## src/rtl/dac_tx_seq_pkg.sv

```systemverilog
// Purpose: shared state encodings for the DAC transmit start sequencer.
// Latency: n/a (type and constant definitions only).
// Backpressure: n/a.
//
// Contents: SEQ_STATE_W (width of the seq_state output) and the seq_state_e
// encodings SEQ_IDLE..SEQ_HALT, which are visible to software via seq_state.
package dac_tx_seq_pkg;

  localparam int SEQ_STATE_W = 3;

  typedef enum logic [SEQ_STATE_W-1:0] {
    SEQ_IDLE  = 3'd0,
    SEQ_ARMED = 3'd1,
    SEQ_DELAY = 3'd2,
    SEQ_RUN   = 3'd3,
    SEQ_HALT  = 3'd4
  } seq_state_e;

endpackage

```

## src/rtl/dac_tx_seq_delay_cnt.sv

```systemverilog
// Purpose: loadable down-counter with a zero flag, used for the trigger-to-RUN delay.
// Latency: load/decrement take effect on the next clock; zero is decoded from the register.
// Backpressure: none; decrement stops at zero and holds there until reloaded.
//
// Ports: clk, rst (sync, active-high), load (takes value, wins over en),
//        en (decrement while nonzero), value (load value), zero (count == 0).
module dac_tx_seq_delay_cnt #(
  parameter int WIDTH = 16
) (
  input  logic             clk,
  input  logic             rst,
  input  logic             load,
  input  logic             en,
  input  logic [WIDTH-1:0] value,
  output logic             zero
);

  logic [WIDTH-1:0] count_q;
  logic [WIDTH-1:0] count_d;

  always_comb begin
    count_d = count_q;
    if (load) begin
      count_d = value;
    end else if (en && (count_q != '0)) begin
      count_d = count_q - WIDTH'(1);
    end
  end

  always_ff @(posedge clk) begin
    if (rst) begin
      count_q <= '0;
    end else begin
      count_q <= count_d;
    end
  end

  assign zero = (count_q == '0);

endmodule

```

## src/rtl/dac_tx_start_sequencer.sv

```systemverilog
// Purpose: sequences start/stop of the JESD DAC TX datapath (arm, optional ext sync, delay, run, halt).
// Latency: control pulses change state one dac_clk later; dac_valid is a same-cycle gate on tx_ready.
// Backpressure: tx_ready low stalls dac_valid in RUN and holds the delay at zero until the link is ready.
//
// Ports: dac_clk/dac_rst (sync, active-high); ctrl_* control from the regmap;
//        start_delay, chan_enable (latched on accepted arm); ext_sync, tx_ready, dac_dunf from the
//        datapath; dac_valid, dac_data_zero, tx_valid, seq_state, unf_sticky, unf_count out.
// Build option: DAC_TX_SEQ_UNF_COUNT_EN enables the saturating underflow counter on unf_count;
//               without it unf_count is tied to zero.
module dac_tx_start_sequencer
  import dac_tx_seq_pkg::*;
#(
  parameter int NUM_CHANNELS      = 4,
  parameter int START_DELAY_WIDTH = 16,
  parameter int UNF_CNT_WIDTH     = 16
) (
  input  logic                         dac_clk,
  input  logic                         dac_rst,
  input  logic                         ctrl_arm,
  input  logic                         ctrl_stop,
  input  logic                         ctrl_ext_sync_en,
  input  logic                         ctrl_unf_halt,
  input  logic                         ctrl_unf_clr,
  input  logic [START_DELAY_WIDTH-1:0] start_delay,
  input  logic [NUM_CHANNELS-1:0]      chan_enable,
  input  logic                         ext_sync,
  input  logic                         tx_ready,
  input  logic                         dac_dunf,
  output logic [NUM_CHANNELS-1:0]      dac_valid,
  output logic                         dac_data_zero,
  output logic                         tx_valid,
  output logic [SEQ_STATE_W-1:0]       seq_state,
  output logic                         unf_sticky,
  output logic [UNF_CNT_WIDTH-1:0]     unf_count
);

  seq_state_e              state_q;
  logic [NUM_CHANNELS-1:0] en_q;
  logic                    tx_valid_q;
  logic                    data_zero_q;
  logic                    ext_sync_q;
  logic                    unf_sticky_q;
  logic                    unf_sticky_d;

  logic sync_trig;
  logic dly_load;
  logic dly_zero;
  logic unf_evt;

  // With sync disabled ARMED falls straight through; otherwise only a fresh
  // 0->1 edge counts, so a level that was already high at arm is ignored.
  assign sync_trig = !ctrl_ext_sync_en || (ext_sync && !ext_sync_q);

  // Reload on every entry into DELAY so a stopped or reset delay never resumes.
  assign dly_load = (state_q == SEQ_ARMED) && sync_trig;

  dac_tx_seq_delay_cnt #(
    .WIDTH (START_DELAY_WIDTH)
  ) u_delay_cnt (
    .clk   (dac_clk),
    .rst   (dac_rst),
    .load  (dly_load),
    .en    (state_q == SEQ_DELAY),
    .value (start_delay),
    .zero  (dly_zero)
  );

  always_ff @(posedge dac_clk) begin
    if (dac_rst) begin
      ext_sync_q <= 1'b0;
    end else begin
      ext_sync_q <= ext_sync;
    end
  end

  // Sequencer FSM; tx_valid and dac_data_zero are registered alongside the state.
  always_ff @(posedge dac_clk) begin
    if (dac_rst) begin
      state_q     <= SEQ_IDLE;
      en_q        <= '0;
      tx_valid_q  <= 1'b0;
      data_zero_q <= 1'b0;
    end else if (ctrl_stop) begin
      state_q     <= SEQ_IDLE;
      tx_valid_q  <= 1'b0;
      data_zero_q <= 1'b0;
    end else begin
      case (state_q)
        SEQ_IDLE: begin
          if (ctrl_arm && (chan_enable != '0)) begin
            state_q <= SEQ_ARMED;
            en_q    <= chan_enable;
          end
        end
        SEQ_ARMED: begin
          if (sync_trig) begin
            state_q <= SEQ_DELAY;
          end
        end
        SEQ_DELAY: begin
          if (dly_zero && tx_ready) begin
            state_q    <= SEQ_RUN;
            tx_valid_q <= 1'b1;
          end
        end
        SEQ_RUN: begin
          if (dac_dunf && ctrl_unf_halt) begin
            state_q     <= SEQ_HALT;
            data_zero_q <= 1'b1;
          end else begin
            // Zero-fill the cycle after each underflow cycle.
            data_zero_q <= dac_dunf;
          end
        end
        SEQ_HALT: begin
          // Re-arm reuses the enables latched by the original arm.
          if (ctrl_arm) begin
            state_q     <= SEQ_ARMED;
            tx_valid_q  <= 1'b0;
            data_zero_q <= 1'b0;
          end
        end
        default: begin
          state_q     <= SEQ_IDLE;
          tx_valid_q  <= 1'b0;
          data_zero_q <= 1'b0;
        end
      endcase
    end
  end

  // Underflow only matters while the link is being fed.
  assign unf_evt = dac_dunf && ((state_q == SEQ_RUN) || (state_q == SEQ_HALT));

  // A new event in the clear cycle wins so it is never lost.
  assign unf_sticky_d = unf_evt || (unf_sticky_q && !ctrl_unf_clr);

  always_ff @(posedge dac_clk) begin
    if (dac_rst) begin
      unf_sticky_q <= 1'b0;
    end else begin
      unf_sticky_q <= unf_sticky_d;
    end
  end

`ifdef DAC_TX_SEQ_UNF_COUNT_EN
  logic [UNF_CNT_WIDTH-1:0] unf_cnt_q;
  logic [UNF_CNT_WIDTH-1:0] unf_cnt_d;

  always_comb begin
    unf_cnt_d = unf_cnt_q;
    if (ctrl_unf_clr) begin
      unf_cnt_d = {{(UNF_CNT_WIDTH-1){1'b0}}, unf_evt};
    end else if (unf_evt && !(&unf_cnt_q)) begin
      unf_cnt_d = unf_cnt_q + UNF_CNT_WIDTH'(1);
    end
  end

  always_ff @(posedge dac_clk) begin
    if (dac_rst) begin
      unf_cnt_q <= '0;
    end else begin
      unf_cnt_q <= unf_cnt_d;
    end
  end

  assign unf_count = unf_cnt_q;
`else
  assign unf_count = '0;
`endif

  assign dac_valid     = (state_q == SEQ_RUN) ? (en_q & {NUM_CHANNELS{tx_ready}}) : '0;
  assign dac_data_zero = data_zero_q;
  assign tx_valid      = tx_valid_q;
  assign seq_state     = state_q;
  assign unf_sticky    = unf_sticky_q;

endmodule

```

## config.mk

```make
export PLATFORM = sky130hd
export DESIGN_NAME = dac_tx_start_sequencer
export DESIGN_NICKNAME = d
export VERILOG_FILES = /design/src/rtl/dac_tx_seq_pkg.sv /design/src/rtl/dac_tx_seq_delay_cnt.sv /design/src/rtl/dac_tx_start_sequencer.sv
export SDC_FILE = /design/constraint.sdc
export NUM_CORES = 1
export LEC_CHECK = 0
export ABC_AREA = 1
export CORE_ASPECT_RATIO = 1.75
export CORE_MARGIN = 4
export CORE_UTILIZATION = 36
export CTS_BUF_LIST = sky130_fd_sc_hd__clkbuf_16
export CTS_CLUSTER_DIAMETER = 40
export DETAILED_ROUTE_END_ITERATION = 6
export MAX_ROUTING_LAYER = met4
export PLACE_DENSITY = 0.68
export SYNTH_ARGS = -nofsm -noshare
export SYNTH_HDL_FRONTEND = slang
export SYNTH_SLANG_ARGS = --single-unit
```

## constraint.sdc

```tcl
create_clock -name dac_clk -period 1.4 [get_ports dac_clk]
set_input_delay 0.14 -clock dac_clk [delete_from_list [all_inputs] [get_ports dac_clk]]
set_output_delay 0.14 -clock dac_clk [all_outputs]
set_load 0.05 [all_outputs]
```

==> reports/results.txt <==
On the critical path, the stage with the largest delay is an instance of dfxtp_4. The number of buffers and inverters on the critical path works out to 5. STA classifies the critical path startpoint as a flop. Yosys printed 0 warnings.

The tools report the number of levels in the clock H-tree as 1. The most used flip-flop cell after synthesis is dfxtp_1. The via-per-instance ratio came out at 5.14. The die covers 0.00650 mm².

Category of the most critical setup path: reg2out. In this run the critical register-to-register path is captured at seq_state[2]. In this run the standard cell core region covers 0.00502 mm². The I/O pin count was 56.

For the worst flop-to-flop path, the logic depth is 8. The number of hold buffers added after CTS was 0. Clock-pin slew was measured on the worst setup and hold paths at 0.07 ns. At the later pin of the worst-skew pair, clock insertion delay measures 0.26 ns. The worst endpoint required time is 1.26 ns, and the part of the cycle the worst path needs is 1.09. The clock drives 27 sinks.

The count of buffers added on input and output ports is 39. For the final routed DRC violation total, the log shows 0. The synthesized area was 0.00189 mm². Between clock sinks in the finished design, the worst skew comes to 0.00475 ns. The launch point of the worst reg-to-reg path is u_delay_cnt.count_q[6]. Largest stage delay on the critical path: 0.37 ns. The critical path starts at seq_state[1].

The logs give 0 for the max-slew violation count and 0.00153 µW for the static power due to leakage. Termination of the worst setup path: dac_valid[2]. The biggest fanout along the worst timing path came out at 3. The worst hold path begins at chan_enable[2]. Across all register-to-register paths, the minimum setup slack is -0.11 ns. The first-pass GRT wire length came out at 9630 µm. Max-cap violations in this run came to 0. Data arrives at the worst endpoint at 1.38 ns.

The cell family contributing the most delay on the critical path is buffers and inverters. The post-synthesis to final-layout area growth is 79.1%. The total length of routed wires is 6570 µm. Setup violations remaining at the end of the flow were counted as 24. The final reports fail on setup timing.

The tools report the cell count after synthesis as 300. Across all hold checks on the routed design, the worst slack comes to 0.469 ns. The count of nets left with antenna violations once routing finished came out at 0. The floorplan step set the die height to 104 µm. The flow ran to the end, but the final reports show violations. The run gives 658 MHz as the achievable frequency.

The floorplan has 34 rows. The worst-case setup margin in the final layout is -0.120 ns, and the post-synthesis sequential area ratio is 0.287. The total of flip-flops plus latches after synthesis is 27, and the effective utilization at floorplan is 0.376. The filler cells instantiated in the layout total 407. The tools report the global route total overflow as 0. Setup repair after global routing could not meet its margin everywhere.

Traced cell by cell, the critical path runs through inv_4 -> buf_6 -> nor3_4 -> inv_2 -> buf_12 -> nor2_4 -> buf_12. Dividing the detail-routed wire length by the instance count gives 14.4 µm. Buffers inserted during clock tree synthesis total 3. The net count of the finished layout is 436.

The count of endpoints failing hold in the final timing report was 0. The share of synthesized flip-flops with an asynchronous set or reset was 0; the final-layout setup total negative slack was -1.63 ns. The number of optimization iterations in the first detailed-route pass was 4; the maximum clock insertion buffer count was 2. The power per cell area is 1120 mW/mm².

Leaving out fill and tap cells, the most frequent cells in the layout are 54 x buf_4, 48 x nand2_1, 38 x nor2_1, 29 x clkdlybuf4s50_1, 25 x inv_1. The final critical delay including setup and external delays was 1.52 ns. The number of antenna violations at the first check in global routing was 0. The classification of the worst-slack hold path was in2reg. The tools report the buffer type at the clock tree root as clkbuf_16. Total inserted antenna cells: 0. The most used cell along the critical path was buf_12.

Entering global routing, the biggest net connects 16 pins. The critical path crosses 7 cells after its start point. The congestion estimate from routability-driven global placement came to 0.921. In this run the horizontal extent of the chip is 62.7 µm.

After synthesis, the mean cell area works out to 6.29 µm². The library cell used most frequently in the layout, excluding fill and tap cells, is buf_4. Summed over all nets, the half-perimeter wirelength after detailed placement is 4320 µm. STA classifies the critical path endpoint as a primary output. The maximum resistive drop on vdd is 0.000830 V. TritonCTS built the clock tree. The count of distinct cell types in the synthesized netlist came out at 33. The layout cell share with drive strength beyond 1 works out to 0.448. The global-route usage over all layers came out at 0.184. The via count of the first global-routing pass came out at 2293.

The number of enable-type register cells in the synthesized netlist is 0. The first routing iteration left 96 violations. For the total via count after detailed routing, the log shows 2355.
==> synthesized netlist by cell type (2+ instances only) <==
| cell | n | share of area |
|---|---|---|
| inv_1 | 32 | 0.064 |
| nand2_1 | 60 | 0.12 |
| nor3_1 | 4 | 0.011 |
| a21oi_1 | 15 | 0.040 |
| o21ai_0 | 29 | 0.077 |
| nand2_2 | 3 | 0.010 |
| buf_4 | 16 | 0.064 |
| xor2_1 | 2 | 0.0093 |
| or2_2 | 2 | 0.0066 |
| inv_2 | 4 | 0.0080 |
| nor2_1 | 54 | 0.11 |
| nor2_2 | 5 | 0.017 |
| nand3_1 | 21 | 0.056 |
| buf_6 | 5 | 0.030 |
| nand2_4 | 2 | 0.012 |
| dfxtp_1 | 27 | 0.29 |
| nand3b_1 | 2 | 0.0080 |
| o21ai_2 | 2 | 0.0093 |
==> worst register-to-register path: stages, from the launching register on <==
cell     delay [ns]
dfxtp_2        0.34
nor2_4         0.16
nand2_2        0.10
nor2_4         0.13
nand2_2        0.09
buf_6          0.13
o21ai_4        0.21
nand3_2        0.11
a21oi_2        0.16
==> state kept, by name, summed over array words and instances (netlist names) <==
signal and cells:
dac_data_zero 1, en_q 4, ext_sync_q 1, seq_state 3, tx_valid 1, u_delay_cnt.count_q 16, unf_sticky 1
==> layer usage <==
metal / GRT usage / up-vias / wire (µm)
li1: - / 1135 / -
met1: 0.156 / 1111 / 2030
met2: 0.377 / 79 / 3950
met3: 0.0238 / 30 / 264
met4: 0.0853 / 0 / 333
met5: - / - / 0
==> through the flow <==
stage	util	instances	total power (µW)	setup slack [ns]	cell area, µm²
2_1_floorplan	-	315	1930	-0.0874	2020
3_3_place_gp	0.554	436	2470	-0.234	2780
3_5_place_dp	0.554	436	2490	-0.268	2780
4_1_cts	0.616	452	3390	-0.108	3090
5_1_grt	0.673	458	3990	-0.173	3380
6_report	0.673	458	3770	-0.120	3380
==> kinds of logic after synthesis <==
kind of cell | synth area share
xor+xnor | 0.00929
other cells | 0.00199
simple gates | 0.378
flops | 0.287
buf+inv | 0.167
compound gates | 0.150
fa+ha+maj | 0.00663
==> layout make-up <==
| cell class | instances | area [µm²] | area share |
|---|---|---|---|
| clock buffers | 3 | 75.1 | 0.0222 |
| clock inverters | 1 | 5.00 | 0.00148 |
| inverters | 36 | 153 | 0.0452 |
| multi-input cells | 232 | 1460 | 0.432 |
| flip-flops and latches | 27 | 559 | 0.166 |
| well taps | 54 | 67.6 | 0.0200 |
| repair buffers | 105 | 1060 | 0.313 |
==> worst min-delay path by stage <==
| stage | to | slack, ns | depth (start not counted) |
|---|---|---|---|
| CTS | en_q[2] | 0.47 | 3 |
| global placement | tx_valid | 0.44 | 2 |
| finish | en_q[2] | 0.47 | 3 |
| detailed placement | tx_valid | 0.46 | 2 |
| floorplan | u_delay_cnt.count_q[13] | 0.20 | 1 |
| global route | tx_valid | 0.51 | 2 |
==> timing repair <==
action,CTS,global route
cloned,1,2
setup endpoints to repair,26,28
pin swaps,15,25
gates resized for setup,51,64
buffers inserted,11,5
==> where the power goes <==
part | total, µW | leakage (µW) | internal (µW) | switching [µW]
clock network | 661 | 0.0000409 | 386 | 276
logic | 2170 | 0.00126 | 994 | 1180
registers | 938 | 0.000225 | 851 | 86.5
No activity file was read; power rests on OpenSTA's default activity.
